[src/rtl/bi_mem_req_adapter.sv]
// bi_mem_req_adapter: valid/ready request stream to BiMem port adapter with in-order read response FIFO
module bi_mem_req_adapter #(
  parameter int WIDTH     = 16,
  parameter int HEIGHT    = 16,
  parameter int RSP_DEPTH = 2
) (
  input  logic                      clk_i,
  input  logic                      rst_i,
  input  logic                      req_valid_i,
  output logic                      req_ready_o,
  input  logic                      req_isWrite_i,
  input  logic [$clog2(HEIGHT)-1:0] req_addr_i,
  input  logic [WIDTH-1:0]          req_data_i,
  output logic                      rsp_valid_o,
  input  logic                      rsp_ready_i,
  output logic [WIDTH-1:0]          rsp_data_o,
  output logic                      mem_enable_o,
  output logic                      mem_isWrite_o,
  output logic [$clog2(HEIGHT)-1:0] mem_addr_o,
  output logic [WIDTH-1:0]          mem_writeData_o,
  input  logic [WIDTH-1:0]          mem_readData_i,
  input  logic                      mem_hold_i
);
  localparam int PW = RSP_DEPTH > 1 ? $clog2(RSP_DEPTH) : 1;
  localparam int CW = $clog2(RSP_DEPTH + 1) + 1;
  logic [WIDTH-1:0] r_mem [RSP_DEPTH];
  logic [PW-1:0]    r_wptr;
  logic [PW-1:0]    r_rptr;
  logic [CW-1:0]    r_count;
  logic             r_inflight;
  logic             w_pop;
  logic             w_push;
  logic             w_credit_ok;
  logic             w_accept;
  logic [CW-1:0]    w_occ;
  function automatic logic [PW-1:0] f_inc(input logic [PW-1:0] p);
    return (p == PW'(RSP_DEPTH - 1)) ? '0 : p + 1'b1;
  endfunction
  assign rsp_valid_o     = r_count != '0;
  assign rsp_data_o      = r_mem[r_rptr];
  assign mem_enable_o    = req_valid_i & w_credit_ok;
  assign req_ready_o     = w_credit_ok & ~mem_hold_i;
  assign mem_isWrite_o   = req_isWrite_i;
  assign mem_addr_o      = req_addr_i;
  assign mem_writeData_o = req_data_i;
  // reads need a free FIFO slot counting queued, in-flight and this cycle's pop
  always_comb begin
    w_pop       = rsp_valid_o & rsp_ready_i;
    w_push      = r_inflight;
    w_occ       = r_count + CW'(r_inflight) - CW'(w_pop);
    w_credit_ok = req_isWrite_i | (w_occ < CW'(RSP_DEPTH));
    w_accept    = req_valid_i & w_credit_ok & ~mem_hold_i;
  end
  // occupancy, pointers and the one-cycle read-return tracker
  always_ff @(posedge clk_i) begin
    if (rst_i) begin
      r_count    <= '0;
      r_wptr     <= '0;
      r_rptr     <= '0;
      r_inflight <= 1'b0;
    end else begin
      r_inflight <= w_accept & ~req_isWrite_i;
      r_count    <= r_count + CW'(w_push) - CW'(w_pop);
      if (w_push) r_wptr <= f_inc(r_wptr);
      if (w_pop) r_rptr <= f_inc(r_rptr);
    end
  end
  // capture returning read data; storage is left unreset
  always_ff @(posedge clk_i) begin
    if (!rst_i && w_push) begin
      r_mem[r_wptr] <= mem_readData_i;
      assert (r_count != CW'(RSP_DEPTH) || w_pop) else $error("response FIFO overflow");
    end
  end
endmodule

[config.mk]
export PLATFORM = sky130hd
export DESIGN_NAME = bi_mem_req_adapter
export DESIGN_NICKNAME = d
export VERILOG_FILES = /design/src/rtl/bi_mem_req_adapter.sv
export SDC_FILE = /design/constraint.sdc
export NUM_CORES = 1
export LEC_CHECK = 0
export CAP_MARGIN = 20
export CORE_MARGIN = 2
export CORE_UTILIZATION = 30
export DETAILED_ROUTE_END_ITERATION = 12
export DONT_BUFFER_PORTS = 1
export GPL_TIMING_DRIVEN = 0
export HOLD_SLACK_MARGIN = 0.02
export SYNTH_ARGS = -nofsm -noshare
export SYNTH_HDL_FRONTEND = slang
export SYNTH_SLANG_ARGS = --single-unit
[constraint.sdc]
create_clock -name clk_i -period 2.3 [get_ports clk_i]
set_clock_uncertainty 0.05 [all_clocks]
set_input_delay 0.46 -clock clk_i [delete_from_list [all_inputs] [get_ports clk_i]]
set_output_delay 0.46 -clock clk_i [all_outputs]
set_load 0.005 [all_outputs]
==> impl_results.md, run 1 <==
* P&R area growth vs syn at 15.8%
* Net Count, Synth at between 100 and 150
* Layout cells sized above 1 at 54.3%
* Setup violators final at 2
* IO Pins at 82
* Reg2reg setup slack at approximately 0.15 ns
* Max Slew Vio Count at 0
* Kind of critical path: flip-flop to primary output
* Peak VDD IR at roughly 0.53 mV
* # rows at 26
* Failing checks: setup timing
* CTS buffer count at 5
* Input/output buffers at 0
* H-Tree Depth at 2
* Worst-path fanout max at 3
* Slew HR at 70.4%
* Post-Synth XOR/XNOR Area at 2.44%
* Die footprint at 0.00608 sq mm
* Largest cells by area after synthesis: edfxtp_1 (59%), mux2_2 (11%), buf_4 (10%), dfxtp_1 (8.5%), ha_1 (1.5%)
* #FFs+latches synth at 39
* Core Area at approximately 0.0052 sq mm
* Initial Utilization at 31.5%
* Design area at around 0.0019 sq mm
* Cell accounting for the most synthesized area: edfxtp_1
* Critical Path AT at ~2.2 ns
* RSZ-0062 raised after global routing: true
* First-pass GRT wire length at ~4100 um
* Final Non-Filler Cells at about 190
* Final Critical Period at 2.71 ns
* Worst-Skew Late Latency at approximately 0.28 ns
* Detailed placer's ending HPWL at 2030 um
* Max clock buf depth at 2
* Static leakage at ~0.00066 uW
* Width of the die at 78.0 um
* Simple-Gate Fraction of Synth Area at between 4 and 5%
* Comb pwr share at slightly below 30%
* Reg clk slew, reported paths at 0.07 ns
* Max Cap Violations at 0
* Chip Height at between 70 and 80 um
* Adder-Cell Fraction of Synth Area at 2.74%
* Largest family of logic cells by synthesized area: buffers and inverters
* Final #Nets at between 150 and 200
* Crit end category: primary output
* Final Wtd Congestion at between 0.6 and 0.7
* Inserted Diodes at 0
* Post-DR wirelength/cell at between 10 and 15 um
* Routed vias/inst at between 4 and 5
* GR Overflow Total at 0
* Initial antenna violation count at 0
* Clock sink total at 39
* Switching pwr at 473 uW
* Syn Inst Count at between 100 and 150
* Worst min path class: primary input to flip-flop
* Largest net degree at the start of global routing at 13
* Clock power frac at a little under a quarter
* Cell Pwr Density at approximately 940 mW/mm^2
* Vias in the first global route at 808
* Synthesis Warnings at 0
* Pre-antenna DRT Iters at 4
* Flop pwr share at ~48%
* Sequential share of the synthesized area at roughly two thirds
* Status: finished, violations left
* Sw Share at a little over a quarter
* Post-route ant nets at 0
* Placed cells at about 180
* Crit start category: flip-flop
* Root Buffer: clkbuf_8
* Synth Area in Compound Gates at around 1.1%
* Setup WS post-layout at -0.406 ns
* Area share of the largest cell type after synthesis at 58.5%
* Maximum clock rate at 370 MHz
* Violation count after the first detailed-route iteration at 7
* Placed instance area at between 0.0015 and 0.002 sq mm
* Vias at 809
* Mapped Area at 0.00164 sq mm
* Mux cell area share after synthesis at between 10% and 20%
* CTS tree: done
* Drt drc at 0
* GRT Overall Usage at a little under a tenth
* P_int at between 1000 and 1500 uW
* Library cells used by synthesis at 20
* Routed wire length at roughly 2800 um
* Post-Synthesis Mean Instance Area at 15.9 sq um
* Worst Path Required at around 1.8 ns
* Fill cells at 528
* Count of final hold-check violations at 0
* Part of the cycle the worst path needs at 118%
* Slew @ Worst Pin at 0.442 ns
[worst max-delay path, stage by stage (launching register included)]
cell     delay (ns)
dfxtp_2        0.34
o31a_4         0.37
ha_4           0.27
inv_2          0.04
ha_4           0.14
inv_2          0.05
fa_2           0.45
a21oi_2        0.18
nor2_1         0.08
[placed cells by master, fill, tap and decap left out]
master	count
clkinvlp_4	1
or3_2	1
xnor3_1	1
xnor2_1	2
a21oi_2	1
nor3b_2	1
dfxtp_2	1
dfxtp_1	5
dfxtp_4	1
and3_2	1
inv_2	2
buf_2	1
nor2b_1	2
mux2_2	16
buf_4	27
nor2_1	6
clkbuf_8	5
fa_2	1
edfxtp_1	32
nor4b_1	1
o31a_4	1
ha_4	2
clkbuf_1	1
inv_1	1
nor3_2	1
clkinv_1	2
[power by group through the flow]
| stage | Clock [uW] | Combinational [uW] | Sequential, uW |
|---|---|---|---|
| after detailed placement | 0 | 453 | 857 |
| after global placement | 0 | 437 | 854 |
| after CTS | 445 | 514 | 851 |
| after global routing | 471 | 574 | 858 |
| after floorplan | 0 | 377 | 851 |
| final | 422 | 519 | 853 |
[layout make-up]
type                            instances  area (sq um)  share of cell area (%)
Clock buffer                            5          68.8                    3.62
Clock inverter                          3          15.0                   0.790
Tap cell                               70          87.6                    4.61
Multi-Input combinational cell         37           400                    21.1
Timing Repair Buffer                    5          37.5                    1.97
Sequential cell                        39          1110                    58.2
Buffer                                 24           174                    9.15
Inverter                                3          11.3                   0.592
[worst paths after layout]
path / startpoint / cells after the start / to
min: mem_readData_i[10] / 0 / r_mem[1][10]
max: r_count[2] / 8 / req_ready_o
max reg2reg: r_count[2] / 9 / r_inflight
min reg2reg: r_rptr / 2 / flip-flop
[sequential cells by signal (all words and copies together) (netlist names), named ones only]
| signal | flops |
|---|---|
| r_inflight | 1 |
| r_wptr | 1 |
| r_mem | 32 |
| r_count | 3 |
| r_rptr | 1 |
[layer usage]
metal | wire length [um] | track usage, % | up-vias
li1 | - | - | 367
met4 | 23 | 3.16 | 0
met2 | 1480 | 16.0 | 59
met3 | 331 | 5.47 | 4
met5 | 0 | 0 | -
met1 | 916 | 9.06 | 379
[kinds of logic (layout without fill, tap and decap cells)]
family,after synthesis,in the layout
flops,39,39
buf+inv,27,40
mux,16,16
simple gates,13,13
fa+ha+maj,3,3
xor+xnor,3,3
compound gates,2,2
[synthesized netlist by cell type]
master,number
buf_2,1
a21oi_2,1
or3_2,1
fa_1,1
inv_1,3
o31a_2,1
clkbuf_1,1
edfxtp_1,32
nor2b_1,2
xnor3_1,1
nor3_1,1
xnor2_1,2
dfxtp_1,7
nor4b_1,1
and3_2,1
buf_4,22
mux2_2,16
ha_1,2
nor3b_1,1
nor2_1,6
[what timing repair did]
| action | CTS | global route |
|---|---|---|
| setup endpoints to repair | 2 | 2 |
| pin swaps | 3 | 2 |
| hold buffers | 0 | 0 |
| setup buffers | 2 | 1 |
| gates resized for setup | 7 | 1 |
[metrics by stage]
step | hold slack [ns] | total power, uW | setup TNS [ns] | utilization, % | setup WS [ns]
after global routing | 0.192 | 1900 | -0.967 | 36.5 | -0.494
final | 0.220 | 1790 | -0.809 | 36.5 | -0.406
after CTS | 0.206 | 1810 | -0.850 | 36.3 | -0.426
after detailed placement | 0.447 | 1310 | -0.318 | 34.0 | -0.166
after global placement | 0.435 | 1290 | -10.39 | 33.6 | -0.636
after floorplan | 0.425 | 1230 | -0.120 | - | -0.0633
No activity file was read; power rests on OpenSTA's default activity.
==> run 2, diff against run 1 <==
Settings changed: CAP_MARGIN 20 to 0.
==> impl_results.md, run 2 (synthesis results as in run 1) <==
* Status: finished, violations left
* Failing checks: setup timing
* Hold-critical path endpoint: r_mem[0][10]
* P&R area growth vs syn at 19.3%
* R2R Path Start: r_count[2]
* RSZ-0062 raised after global routing: true
* Root Buffer: clkbuf_8
* Max Cap Violations at 0 (unchanged)
* Crit start category: flip-flop
* Post-DR wirelength/cell at 14.7 um (-0.58%)
* Placed instance area at 0.00176 sq mm (-0.42%)
* Vias in the first global route at 816 (+0.99%)
* Input/output buffers at 0 (unchanged)
* Kind of critical path: flip-flop to primary output
* Reg clk slew, reported paths at 0.07 ns (about the same)
* Crit end category: primary output
* Most frequent cells in the layout: edfxtp_1 (32), buf_4 (27), mux2_2 (16)
* Crit path cell chain: o31a_4 -> ha_4 -> inv_2 -> ha_4 -> inv_2 -> fa_2 -> xnor3_1 -> a21oi_2 -> nor2b_1
* Vias at 799 (-1.2%)
* Worst Path Required at 1.79 ns (about the same)
* Final #Nets at 160 (unchanged)
* Max reg flops at 32 (unchanged)
* GR Overflow Total at 0 (unchanged)
* CTS tree: done
* H-Tree Depth at 2 (unchanged)
* # rows at 26 (unchanged)
* Total power at 2030 uW (+13%)
* Slowest Stage Delay on Critical Path at 0.36 ns (-0.09 ns)
* Max Slew Vio Count at 0 (unchanged)
* Core Area at 0.00520 sq mm (unchanged)
* Setup violators final at 2 (unchanged)
* Worst path slowest cell: o31a_4
* Static leakage at 0.000699 uW (+5.4%)
* Chip Height at 78.0 um (unchanged)
* Placed cells at 174 (-0.57%)
* Routed wire length at 2730 um (-0.58%)
* Initial antenna violation count at 0 (unchanged)
* Largest net degree at the start of global routing at 17 (+4)
* Initial Utilization at 31.5% (unchanged)
* Maximum clock rate at 371 MHz (+0.31%)
* CTS buffer count at 5 (unchanged)
* Slew HR at 42.3% (-28 points)
* Die footprint at 0.00608 sq mm (unchanged)
* Drt drc at 0 (unchanged)
* Design area at 0.00196 sq mm (+3.0%)
* Layout cells sized above 1 at 55.2% (+0.86 points)
* Peak VDD IR at 0.513 mV (-3.4%)
* Post-route ant nets at 0 (unchanged)
* IO Pins at 82 (unchanged)
* Clock sink total at 39 (unchanged)
* Largest registers: r_mem: 32 flops, r_count: 3 flops
* Commonest non-fill, non-tap cell in the layout: edfxtp_1
* Inserted Diodes at 0 (unchanged)
* Critical Path AT at 2.19 ns (about the same)
* Multi-input logic area at 407 sq um (+1.6%)
* Worst-path fanout max at 3 (unchanged)
* Pre-antenna DRT Iters at 2 (-2)
* Part of the cycle the worst path needs at 117% (-0.36 points)
* Reg2reg setup slack at 0.15 ns (about the same)
* Setup_tns at -0.789 ns (+0.0202 ns)
* Final Critical Period at 2.70 ns (-0.00835 ns)
* Register Area at 0.00111 sq mm (+0.23%)
* Hold_sp: mem_readData_i[10]
* Routed vias/inst at 4.30 (-1.2%)
* Setup WS post-layout at -0.398 ns (+0.00835 ns)
* Cell Pwr Density at 1040 mW/mm^2 (+10%)
* Worst min path class: primary input to flip-flop
* Final Wtd Congestion at 0.601 (unchanged)
* Detailed placer's ending HPWL at 2000 um (-1.3%)
* Violation count after the first detailed-route iteration at 14 (+7)
* Final Non-Filler Cells at 186 (unchanged)
* GRT Overall Usage at 8.86% (-0.36 points)
* Max clock buf depth at 2 (unchanged)
* WHS Path Cells at 0 (unchanged)
* Fill cells at 505 (-4.4%)
* Hold Buf Count CTS at 0 (unchanged)
* Worst-case reg-to-reg path depth at 9 (unchanged)
* Final hold slack at 0.220 ns (-0.000552 ns)
* Width of the die at 78.0 um (unchanged)
* Worst R2R End: r_inflight
* Worst-Skew Late Latency at 0.28 ns (about the same)
* First-pass GRT wire length at 4000 um (-2.3%)
* Largest reg by FF count: r_mem
* Count of final hold-check violations at 0 (unchanged)
* Slew @ Worst Pin at 0.864 ns (+0.422 ns)
run 2: worst max path at each step:
stage	slack, ns	cells past startpoint	endpoint	start
2_1_floorplan	-0.06	9	mem_enable_o	r_count[2]
3_3_place_gp	-0.64	2	r_mem[0][14]	rst_i
3_5_place_dp	-0.16	9	mem_enable_o	r_count[2]
6_report	-0.40	9	mem_enable_o	r_count[2]
5_1_grt	-0.49	9	mem_enable_o	r_count[2]
4_1_cts	-0.43	9	req_ready_o	r_count[0]
run 2: metrics by stage:
stage	setup slack (ns)	utilization (%)
2_1_floorplan	-0.0633	-
3_3_place_gp	-0.636	33.6
3_5_place_dp	-0.165	33.8
4_1_cts	-0.429	37.1
5_1_grt	-0.494	37.6
6_report	-0.398	37.6
run 2: area by class of cell:
class                           count  area share [%]
Clock buffer                        6            3.71
Clock inverter                      2            3.07
Buffer                             24            8.88
Tap cell                           70            4.47
Sequential cell                    39            56.6
Inverter                            3           0.575
Timing Repair Buffer                5            1.92
Multi-Input combinational cell     37            20.8
run 2: critical path, delay by kind of cell (launching register included):
kind / cells / cell delay (ns)
flops: 1 / 0.35
fa+ha+maj: 3 / 0.64
buf+inv: 2 / 0.09
simple gates: 1 / 0.14
compound gates: 2 / 0.43
xor+xnor: 1 / 0.24
run 2: where the power goes:
| part | leakage (uW) | internal [uW] | switching (uW) |
|---|---|---|---|
| clock | 0.0000654 | 433 | 213 |
| combinational | 0.000287 | 303 | 230 |
| sequential | 0.000347 | 822 | 31.2 |
run 2: timing repair:
item                       in CTS  in global routing
gates cloned                    0                  0
setup buffers                   2                  2
pin swaps                       3                  3
resized for setup               7                  2
hold endpoints to repair        0                  0
setup endpoints to repair       2                  2
run 2: routing by layer:
layer	global-route usage [%]	wire [um]	vias to the layer above
li1	-	-	367
met1	8.58	894	373
met2	15.9	1480	56
met3	4.77	334	3
met4	3.16	23	0
met5	0	0	-
==> run 3, diff against run 2 <==
Settings changed: GPL_TIMING_DRIVEN 0 to unset.
==> impl_results.md, run 3 (synthesis results as in run 1) <==
* Maximum clock rate at 370 MHz (about the same)
* Clock power frac at 23.3% (-8.5 points)
* Flop pwr share at 47.5% (+5.5 points)
* Slew HR at 78.8% (+37 points)
* Sw Share at 26.0% (+2.6 points)
* Initial antenna violation count at 0 (unchanged)
* Max clock buf depth at 2 (unchanged)
* Vias at 730 (-8.6%)
* Part of the cycle the worst path needs at 117% (about the same)
* Post-place setup slack at -0.116 ns (+0.0490 ns)
* Max Slew Vio Count at 0 (unchanged)
* Largest reg by FF count: r_mem
* Post-route ant nets at 0 (unchanged)
* Setup WS post-layout at -0.400 ns (-0.00225 ns)
* Commonest non-fill, non-tap cell in the layout: edfxtp_1
* Slew @ Worst Pin at 0.317 ns (-0.547 ns)
* Worst path slowest cell: fa_2
* Crit path cell chain: o31a_4 -> ha_4 -> inv_2 -> ha_4 -> inv_2 -> fa_2 -> a21oi_2 -> nor2_1
* Reg clk slew, reported paths at 0.07 ns (about the same)
* Comb pwr share at 29.2% (+3.0 points)
* First-pass GRT wire length at 3970 um (-0.87%)
* Static leakage at 0.000589 uW (-16%)
* Vias in the first global route at 796 (-2.5%)
* Kind of critical path: flip-flop to primary output
* Root Buffer: clkbuf_8
* Final #Nets at 143 (-11%)
* RSZ-0062 raised after global routing: true
* Switching pwr at 471 uW (-0.78%)
* Crit start category: flip-flop
* Setup violators final at 2 (unchanged)
* Chip Height at 78.0 um (unchanged)
* CTS buffer count at 5 (unchanged)
* Peak VDD IR at 0.467 mV (-8.9%)
* GRT Overall Usage at 8.75% (-0.12 points)
* Post-DR wirelength/cell at 15.1 um (+2.8%)
* Routed vias/inst at 4.32 (+0.55%)
* Initial Utilization at 31.5% (unchanged)
* Final Critical Period at 2.70 ns (+0.00225 ns)
* Worst-Skew Late Latency at 0.28 ns (about the same)
* P&R area growth vs syn at 8.69%
* Input/output buffers at 0 (unchanged)
* Largest registers: r_mem: 32 flops, r_count: 3 flops
* Total power at 1810 uW (-11%)
* Cell Pwr Density at 1020 mW/mm^2 (-2.1%)
* Most frequent cells in the layout: edfxtp_1 (32), mux2_2 (16), buf_4 (12)
* Pre-antenna DRT Iters at 3 (+1)
* Final Wtd Congestion at 0.640 (+6.5%)
* Status: finished, violations left
* Setup_tns at -0.790 ns (-0.000952 ns)
* Inserted Diodes at 0 (unchanged)
* Reg2reg setup slack at 0.07 ns (-0.08 ns)
* CTS tree: done
* Layout cells sized above 1 at 49.5% (-5.7 points)
* Core Area at 0.00520 sq mm (unchanged)
* Worst-path fanout max at 3 (unchanged)
* Die footprint at 0.00608 sq mm (unchanged)
* Worst min path class: primary input to flip-flop
* Failing checks: setup timing
* Crit end category: primary output
* GR Overflow Total at 0 (unchanged)
* Drt drc at 0 (unchanged)
* # rows at 26 (unchanged)
* Clock sink total at 39 (unchanged)
* Detailed placer's ending HPWL at 1900 um (-5.2%)
* Largest net degree at the start of global routing at 13 (-4)
* Count of final hold-check violations at 0 (unchanged)
* P_int at 1340 uW (-14%)
* Worst Path Required at 1.79 ns (about the same)
* Routed wire length at 2550 um (-6.6%)
* H-Tree Depth at 2 (unchanged)
* Slowest Stage Delay on Critical Path at 0.46 ns (+0.10 ns)
* Violation count after the first detailed-route iteration at 10 (-4)
* Max reg flops at 32 (unchanged)
* Critical Path AT at 2.19 ns (about the same)
* Width of the die at 78.0 um (unchanged)
* Max Cap Violations at 0 (unchanged)
* IO Pins at 82 (unchanged)
* Fill cells at 512 (+1.4%)
run 3: area by class of cell:
| cell class | count | area, sq um | area share [%] |
|---|---|---|---|
| inverter | 3 | 11.3 | 0.631 |
| clock inverter | 2 | 12.5 | 0.701 |
| multi-input combinational | 37 | 407 | 22.8 |
| timing repair buffer | 12 | 90.1 | 5.05 |
| tap | 70 | 87.6 | 4.91 |
| sequential | 39 | 1100 | 61.9 |
| clock buffer | 6 | 72.6 | 4.07 |
run 3: stage by stage:
stage | util [%] | instances | instance area, sq um | hold WS, ns
after CTS | 34.2 | 169 | 1780 | 0.168
after floorplan | - | 103 | 1660 | 0.425
after global placement | 31.8 | 159 | 1660 | 0.439
after global routing | 34.3 | 169 | 1780 | 0.166
after detailed placement | 31.8 | 159 | 1660 | 0.452
final | 34.3 | 169 | 1780 | 0.184
run 3: layer usage:
metal	global-route usage (%)	routed length, um	up-vias
li1	-	-	332
met1	8.01	860	344
met2	14.5	1260	46
met3	6.74	400	8
met4	3.51	38	0
met5	0	0	-
run 3: path summary, 6_finish.rpt:
check,start,to,depth (start not counted)
max reg2reg,r_count[0],r_inflight,10
min,rst_i,r_count[1],1
max,r_count[0],req_ready_o,8
min reg2reg,r_inflight,r_wptr,2
run 3: worst max-delay path, delay by kind of cell, from the launching register on:
kind                     cells  cell delay [ns]
adder cells (fa/ha/maj)      3             0.87
AO/OA/AOI/OAI                2             0.56
flip-flops                   1             0.33
buffers and inverters        2             0.08
AND/OR/NAND/NOR              1             0.07
run 3: power groups by stage:
stage,Clock [uW],Sequential (uW),Combinational [uW]
global route,471,867,578
floorplan,0,851,377
finish,422,861,530
global placement,0,866,447
detailed placement,0,872,466
CTS,443,863,527
run 3: what timing repair did:
item                                    4_1_cts  5_1_grt
buffers inserted                              2        0
gates resized for setup                       7        2
hold buffers                                  0        0
pin swaps                                     4        4
endpoints found under the setup margin        2        3
